### src/rtl/wb_ctrl.sv
// Register-file write-back controller: merges single-cycle ALU results with a
// FIFO of long-latency results and tracks outstanding long writes in a scoreboard.
module wb_ctrl #(
    parameter int DEPTH = 2
) (
    input  logic        clk,
    input  logic        rst,
    input  logic        ex_we_i,
    input  logic [4:0]  ex_waddr_i,
    input  logic [31:0] ex_wdata_i,
    input  logic        iss_valid_i,
    input  logic [4:0]  iss_rd_i,
    input  logic        lng_valid_i,
    input  logic [4:0]  lng_rd_i,
    input  logic [31:0] lng_wdata_i,
    output logic        lng_ready_o,
    output logic        we_o,
    output logic [4:0]  waddr_o,
    output logic [31:0] wdata_o,
    input  logic [4:0]  raddr1_i,
    input  logic [4:0]  raddr2_i,
    output logic        busy1_o,
    output logic        busy2_o,
    output logic        err_o
);

    localparam int PW = (DEPTH > 1) ? $clog2(DEPTH) : 1;
    localparam int CW = $clog2(DEPTH) + 1;

    logic [4:0]    fifo_rd_r   [DEPTH];
    logic [31:0]   fifo_data_r [DEPTH];
    logic [PW-1:0] wr_ptr_r;
    logic [PW-1:0] rd_ptr_r;
    logic [CW-1:0] count_r;
    logic [31:0]   sb_r;
    logic          err_r;

    logic          alu_load_s;
    logic          push_s;
    logic          pop_s;
    logic [4:0]    head_rd_s;
    logic [31:0]   head_data_s;
    logic [31:0]   set_s;
    logic [31:0]   clr_s;
    logic [31:0]   sb_next_s;
    logic          err_next_s;
    logic [CW-1:0] count_next_s;
    logic          we_next_s;
    logic [4:0]    waddr_next_s;
    logic [31:0]   wdata_next_s;

    // Ready depends only on the registered count, never on lng_valid_i.
    assign lng_ready_o = (count_r < CW'(DEPTH));
    assign busy1_o     = sb_r[raddr1_i];
    assign busy2_o     = sb_r[raddr2_i];
    assign err_o       = err_r;
    assign head_rd_s   = fifo_rd_r[rd_ptr_r];
    assign head_data_s = fifo_data_r[rd_ptr_r];

    // Arbitration, scoreboard update, error detection and output-stage selection.
    always_comb begin
        alu_load_s   = ex_we_i && (ex_waddr_i != 5'd0);
        push_s       = lng_valid_i && lng_ready_o && (lng_rd_i != 5'd0);
        pop_s        = !alu_load_s && (count_r != {CW{1'b0}});
        set_s        = 32'd0;
        clr_s        = 32'd0;
        we_next_s    = 1'b0;
        waddr_next_s = waddr_o;
        wdata_next_s = wdata_o;
        count_next_s = count_r;

        if (iss_valid_i && (iss_rd_i != 5'd0)) begin
            set_s = 32'd1 << iss_rd_i;
        end else begin
            set_s = 32'd0;
        end

        if (alu_load_s) begin
            we_next_s    = 1'b1;
            waddr_next_s = ex_waddr_i;
            wdata_next_s = ex_wdata_i;
        end else if (pop_s) begin
            we_next_s    = 1'b1;
            waddr_next_s = head_rd_s;
            wdata_next_s = head_data_s;
            clr_s        = 32'd1 << head_rd_s;
        end else begin
            we_next_s    = 1'b0;
        end

        // A set in the same cycle as a clear of the same bit wins.
        sb_next_s = ((sb_r & ~clr_s) | set_s) & 32'hFFFF_FFFE;

        err_next_s = err_r
            || (iss_valid_i && (iss_rd_i != 5'd0) && sb_r[iss_rd_i] && !clr_s[iss_rd_i])
            || (alu_load_s && sb_r[ex_waddr_i])
            || (lng_valid_i && lng_ready_o && (lng_rd_i != 5'd0) && !sb_r[lng_rd_i]);

        case ({push_s, pop_s})
            2'b10:   count_next_s = count_r + CW'(1);
            2'b01:   count_next_s = count_r - CW'(1);
            default: count_next_s = count_r;
        endcase
    end

    // Control state: pointers, count, scoreboard, sticky error, output stage.
    always_ff @(posedge clk or posedge rst) begin
        if (rst) begin
            wr_ptr_r <= {PW{1'b0}};
            rd_ptr_r <= {PW{1'b0}};
            count_r  <= {CW{1'b0}};
            sb_r     <= 32'd0;
            err_r    <= 1'b0;
            we_o     <= 1'b0;
            waddr_o  <= 5'd0;
            wdata_o  <= 32'd0;
        end else begin
            if (push_s) begin
                wr_ptr_r <= wr_ptr_r + PW'(1);
            end
            if (pop_s) begin
                rd_ptr_r <= rd_ptr_r + PW'(1);
            end
            count_r <= count_next_s;
            sb_r    <= sb_next_s;
            err_r   <= err_next_s;
            we_o    <= we_next_s;
            waddr_o <= waddr_next_s;
            wdata_o <= wdata_next_s;
        end
    end

    // FIFO storage needs no reset; validity is tracked by count and pointers.
    always_ff @(posedge clk) begin
        if (push_s) begin
            fifo_rd_r[wr_ptr_r]   <= lng_rd_i;
            fifo_data_r[wr_ptr_r] <= lng_wdata_i;
        end
    end

endmodule

### config.mk
export PLATFORM = sky130hd
export DESIGN_NAME = wb_ctrl
export DESIGN_NICKNAME = d
export VERILOG_FILES = /design/src/rtl/wb_ctrl.sv
export SDC_FILE = /design/constraint.sdc
export NUM_CORES = 1
export LEC_CHECK = 0
export BUFFER_PORTS_ARGS = -buffer_cell sky130_fd_sc_hd__buf_4
export CAP_MARGIN = 20
export CORE_ASPECT_RATIO = 0.9
export CORE_MARGIN = 4
export CORE_UTILIZATION = 40
export CTS_BUF_LIST = sky130_fd_sc_hd__clkbuf_4 sky130_fd_sc_hd__clkbuf_8
export CTS_CLUSTER_DIAMETER = 120
export DETAILED_ROUTE_END_ITERATION = 7
export PLACE_DENSITY = 0.63
export SYNTH_ARGS = -nofsm -noshare
export SYNTH_HDL_FRONTEND = slang
export SYNTH_SLANG_ARGS = --single-unit
### constraint.sdc
create_clock -name clk -period 3 [get_ports clk]
set_input_delay 0.45 -clock clk [delete_from_list [all_inputs] [get_ports clk]]
set_output_delay 0.45 -clock clk [all_outputs]
set_load 0.02 [all_outputs]
==> flow_summary.ini, run 1 <==
[global_routing]
grt_usage_pct = 20.1
antenna_found_initial = 0
grt_pass1_vias = 5792
grt_max_degree = 51
gr-total-overflow = 0
grt_pass1_wl_um = 31800

[cells_and_area]
num_antenna_cells = 0
layout_common_cells = buf_4 (142), o21ai_0 (85), edfxtp_1 (74), dfrtp_1 (73), nand2_1 (57)
fin_nets = 852
drive_gt1_share_pct = 29.0
syn2layout_area_growth_pct = 22.5
final_common_cell = buf_4

[clock_tree]
insertion_delay_ns = 0.44
cts_buffers = 17
cts_tree = done
ctsResizeCount = 0
clock-sinks = 148
ctsRootBufferMaster = clkbuf_8
cts_max_level = 4
clockBufferDepth = 2
holdBufCountCts = 0
path_clk_slew_ns = 0.08
cts_setup_buffers = 0

[drt]
dr.pass1.iters = 6
finalWirelength_um = 20600
drt_iter0_drc = 410
ant_nets = 0
wl_per_cell_um = 20.4
viasPerCell = 5.67
vias = 5727
route.detailed.drc = 0

[timing]
fin_setup_tns_ns = 0
rsz0062_at_grt = no
report.final.slew_viol_count = 0
setup_ws_ns = 0.220
max_slew_margin_pct = 52.9
max_freq_ghz = 0.360
setup_viol = 0
final_hold_viol_count = 0
worst_pin_slew_ns = 0.705
finalCritPeriodShare_pct = 92.7
post-route-min-period_ns = 2.78
skew_ns = 0.0149

[place]
place_ws_ns = 0.359
port_buffers = 135
dp_hpwl_um = 14700
place_congestion = 0.989

[critical_path]
cp_slowest_cell = dfrtp_1
max_stage_delay_ns = 0.49
critPathCaptureType = output port
crit_required_ns = 2.55
crit_start = sb_r[28]
worstPathArrival_ns = 2.33
critPathTopFamily = multiplexers
crit_chain = mux4_2 > mux4_2 > mux2_2 > buf_4
rr_startpoint = rd_ptr_r
critPathBufInv = 1
critPathLaunchType = register
crit_fanout = 6
cp_common_cell = mux4_2
crit_type = reg2out

[floorplan]
pin_count = 136
die_y_um = 137
start_util_pct = 41.5
dieArea_mm2 = 0.0208
fp.dieW_um = 152
rows = 46
core_area_mm2 = 0.0179

[hold_path]
hold_path_class = in2async

[synth]
ys_types = 46
yosys.area.top_type = edfxtp_1
synth-seq-cells = 148
netlist_instances = 635
synthesis.nets = 730
yosysSeqAreaShare_pct = 54.9
synth_area_leaders = edfxtp_1 (30%), dfrtp_1 (25%), mux4_2 (9.7%), mux2i_1 (7.5%), o21ai_0 (5.7%)
syn_area_per_cell_um2 = 11.7
syn_area_mm2 = 0.00743
ys_warn_count = 0
synth_top_area_share_pct = 29.9

[power]
ir_drop_mv = 0.384
total_leakage_power_uw = 0.00363
powerDensity_mw_per_mm2 = 878

[run]
maxCapViolCount = 0

[outcome]
status = finished clean
cell families after synthesis:
| logic type | count (synthesis) | synth area share [%] |
|---|---|---|
| AO/OA/AOI/OAI | 177 | 13.2 |
| adder cells (fa/ha/maj) | 1 | 0.168 |
| multiplexers | 95 | 18.3 |
| AND/OR/NAND/NOR | 157 | 9.91 |
| XOR/XNOR | 9 | 1.06 |
| flip-flops | 148 | 54.9 |
| buffers and inverters | 48 | 2.48 |
state kept, by name (all words and copies together) (netlist names):
name,flops
fifo_data_r,64
wdata_o,32
sb_r,31
fifo_rd_r,10
waddr_o,5
count_r,2
err_o,1
rd_ptr_r,1
we_o,1
wr_ptr_r,1
per-stage QoR:
step                area (um2)  power, uW  hold WS (ns)  utilization [%]  cells
floorplan                 7430       5250         0.468                -    635
global placement          8720       6410         0.537             48.7    978
detailed placement        8720       6500         0.551             48.7    978
CTS                       9100       8020         0.114             50.8   1010
global route              9100       8460         0.149             50.8   1010
finish                    9100       7980         0.138             50.8   1010
area by class of cell:
type	instances	area (um2)
timing repair buffer	145	1130
sequential	148	4080
fill	1587	8800
clock buffer	19	249
tap	240	300
multi-input combinational	439	3190
clock inverter	13	133
inverter	6	22.5
Yosys cell counts (all sizes together):
master   number
edfxtp       74
nor4bb        1
o21ai       102
ha            1
xnor2         4
o31ai         1
mux2          7
o311a         1
o22ai         2
nor2b        10
nor3          7
nor2         48
o22a          6
nand3         8
or3           1
a211o         1
xor2          5
a2bb2oi       1
nand4         1
o21a          2
a221oi        3
inv           6
a32oi         2
nor3b         2
a21oi        45
mux4         32
clkbuf       34
buf           8
a22oi         2
and3b         1
o211ai        2
nand2b       15
nor4b         2
a2111oi       2
or4           2
dfrtp        74
nand3b        2
o32ai         2
a31oi         2
nand2        57
a311oi        1
mux2i        56
path summary, 6_finish.rpt:
check,end,slack (ns),depth (start not counted)
setup / recovery,busy1_o,0.22,4
hold / removal,waddr_o[4],0.14,2
setup reg to reg,err_o,0.72,5
hold reg to reg,wr_ptr_r,0.56,1
max in group asynchronous,sb_r[25],2.17,3
min in group clk,fifo_data_r[0][1],0.20,1
per-layer routing:
layer / vias to the layer above / routed length, um / global-route usage (%) / share of wire (%)
met5: - / 0 / 0 / 0
met4: 0 / 599 / 7.78 / 2.9
met3: 44 / 2040 / 6.09 / 9.9
met2: 315 / 9420 / 30.8 / 46
met1: 2754 / 8510 / 27.0 / 41
li1: 2614 / - / - / -
report_power, final:
part	switching [uW]	total [uW]	leakage [uW]	internal (uW)
Combinational	1600	3020	0.00188	1420
Sequential	730	3470	0.00156	2740
Clock	742	1500	0.000191	755
Total	3070	7980	0.00363	4910
Note: power is estimated with default switching activity, not from simulation.
==> run 2, diff against run 1 <==
==> constraint.sdc (replaced) <==
create_clock -name clk -period 3 [get_ports clk]
set_input_delay 0.45 -clock clk [delete_from_list [all_inputs] [get_ports clk]]
set_output_delay 0.45 -clock clk [all_outputs]
set_load 0.005 [all_outputs]
==> flow_summary.ini, run 2 (synthesis gave the netlist of run 1 again) <==
[floorplan]
rows = 46
core_area_mm2 = 0.0179
dieArea_mm2 = 0.0208
pin_count = 136
die_y_um = 137
start_util_pct = 41.5
fp.dieW_um = 152

[cells_and_area]
reg_top3 = fifo_data_r: 64 flops, wdata_o: 32 flops, sb_r: 31 flops
num_antenna_cells = 0
largest-register = fifo_data_r
final_common_cell = buf_4
layout_common_cells = buf_4 (143), o21ai_0 (85), edfxtp_1 (74), dfrtp_1 (73), nand2_1 (57)
syn2layout_area_growth_pct = 22.6
largest_register_ffs = 64
fin_nets = 852
drive_gt1_share_pct = 29.1
postLayoutCellArea_mm2 = 0.00911

[critical_path]
max_stage_delay_ns = 0.52
critPathLaunchType = register
critPathCaptureType = output port
critPathTopFamily = multiplexers
crit_chain = mux4_2 > mux4_2 > mux2_2 > buf_4
crit_required_ns = 2.55
critPathBufInv = 1
crit_start = sb_r[28]
rrSetupSlack_ns = 0.75
worst-r2r-cell-count = 5
cp_common_cell = mux4_2
cp_slowest_cell = dfrtp_1
crit_fanout = 6
r2r_end = err_o
worstPathArrival_ns = 2.35
crit_type = reg2out
rr_startpoint = rd_ptr_r

[global_routing]
gr-total-overflow = 0
grt_pass1_wl_um = 31800
antenna_found_initial = 0
grt_pass1_vias = 5718
grt_max_degree = 51
grt_usage_pct = 20.2

[clock_tree]
insertion_delay_ns = 0.46
cts_buffers = 17
holdBufCountCts = 0
clockBufferDepth = 2
cts_setup_buffers = 0
cts_max_level = 4
ctsRootBufferMaster = clkbuf_8
cts_tree = done
clock-sinks = 148
path_clk_slew_ns = 0.09
ctsResizeCount = 0

[drt]
dr.pass1.iters = 5
viasPerCell = 5.68
route.detailed.drc = 0
drt_iter0_drc = 497
wl_per_cell_um = 20.6
ant_nets = 0
finalWirelength_um = 20800
vias = 5734

[power]
powerDensity_mw_per_mm2 = 861
power_switching_share_pct = 37.5
combPwrFrac_pct = 35.5
sequentialPowerShare_pct = 44.3
ir_drop_mv = 0.417
total_power_uw = 7840
power.switching_uw = 2940
clkPwrFrac_pct = 20.2
internal_power_uw = 4900
total_leakage_power_uw = 0.00365

[place]
place_congestion = 0.962
dp_hpwl_um = 14900
port_buffers = 135
place_area_mm2 = 0.00870

[timing]
final_hold_viol_count = 0
rsz0062_at_grt = no
post-route-min-period_ns = 2.80
skew_ns = 0.0203
worst_pin_slew_ns = 0.684
report.final.slew_viol_count = 0
setup_viol = 0
finalCritPeriodShare_pct = 93.3
max_slew_margin_pct = 54.4
max_freq_ghz = 0.357

[run]
maxCapViolCount = 0

[outcome]
status = finished clean

[hold_path]
hold_path_class = in2async
run 2: stage by stage:
step                util (%)  cells  setup WS (ns)  hold slack (ns)  TNS (ns)
floorplan                  -    635         -0.129            0.468     -9.58
global placement        48.6    978          0.392            0.537         0
detailed placement      48.6    978          0.382            0.550         0
CTS                     50.9   1010          0.184           0.0747         0
global route            50.9   1010          0.141            0.113         0
finish                  50.9   1010          0.201           0.0835         0
run 2: metal layers:
metal  routed length, um  GRT usage [%]  vias to the layer above
li1                    -              -                     2625
met1                8740           27.2                     2765
met2                9520           30.6                      300
met3                1940           6.15                       44
met4                 624           8.28                        0
met5                   0              0                        -
run 2: worst max path at each step:
stage,cells past startpoint,endpoint,slack [ns]
detailed placement,7,err_o,0.38
CTS,4,busy1_o,0.18
floorplan,4,fifo_data_r[0][0],-0.13
finish,4,busy1_o,0.20
global placement,7,err_o,0.39
global route,4,busy2_o,0.14
run 2: final cells by class:
class / count / area [um2]
multi-input combinational: 439 / 3190
tap: 240 / 300
timing repair buffer: 145 / 1110
inverter: 6 / 22.5
fill: 1578 / 8790
clock inverter: 15 / 170
clock buffer: 17 / 234
sequential: 148 / 4080
run 2: power by group through the flow:
stage                     Sequential (uW)  Combinational, uW  Clock (uW)
after CTS                            3440               2800        1620
final                                3480               2780        1580
after floorplan                      3150               1890           0
after global routing                 3520               3060        1700
after global placement               3450               2720           0
after detailed placement             3480               2790           0
run 2: worst reg2reg max path: stages (launching register included):
cell and delay (ns):
dfrtp_2 0.55, nand2b_1 0.22, o22a_1 0.30, mux4_2 0.51, o311a_1 0.34, a211o_1 0.25
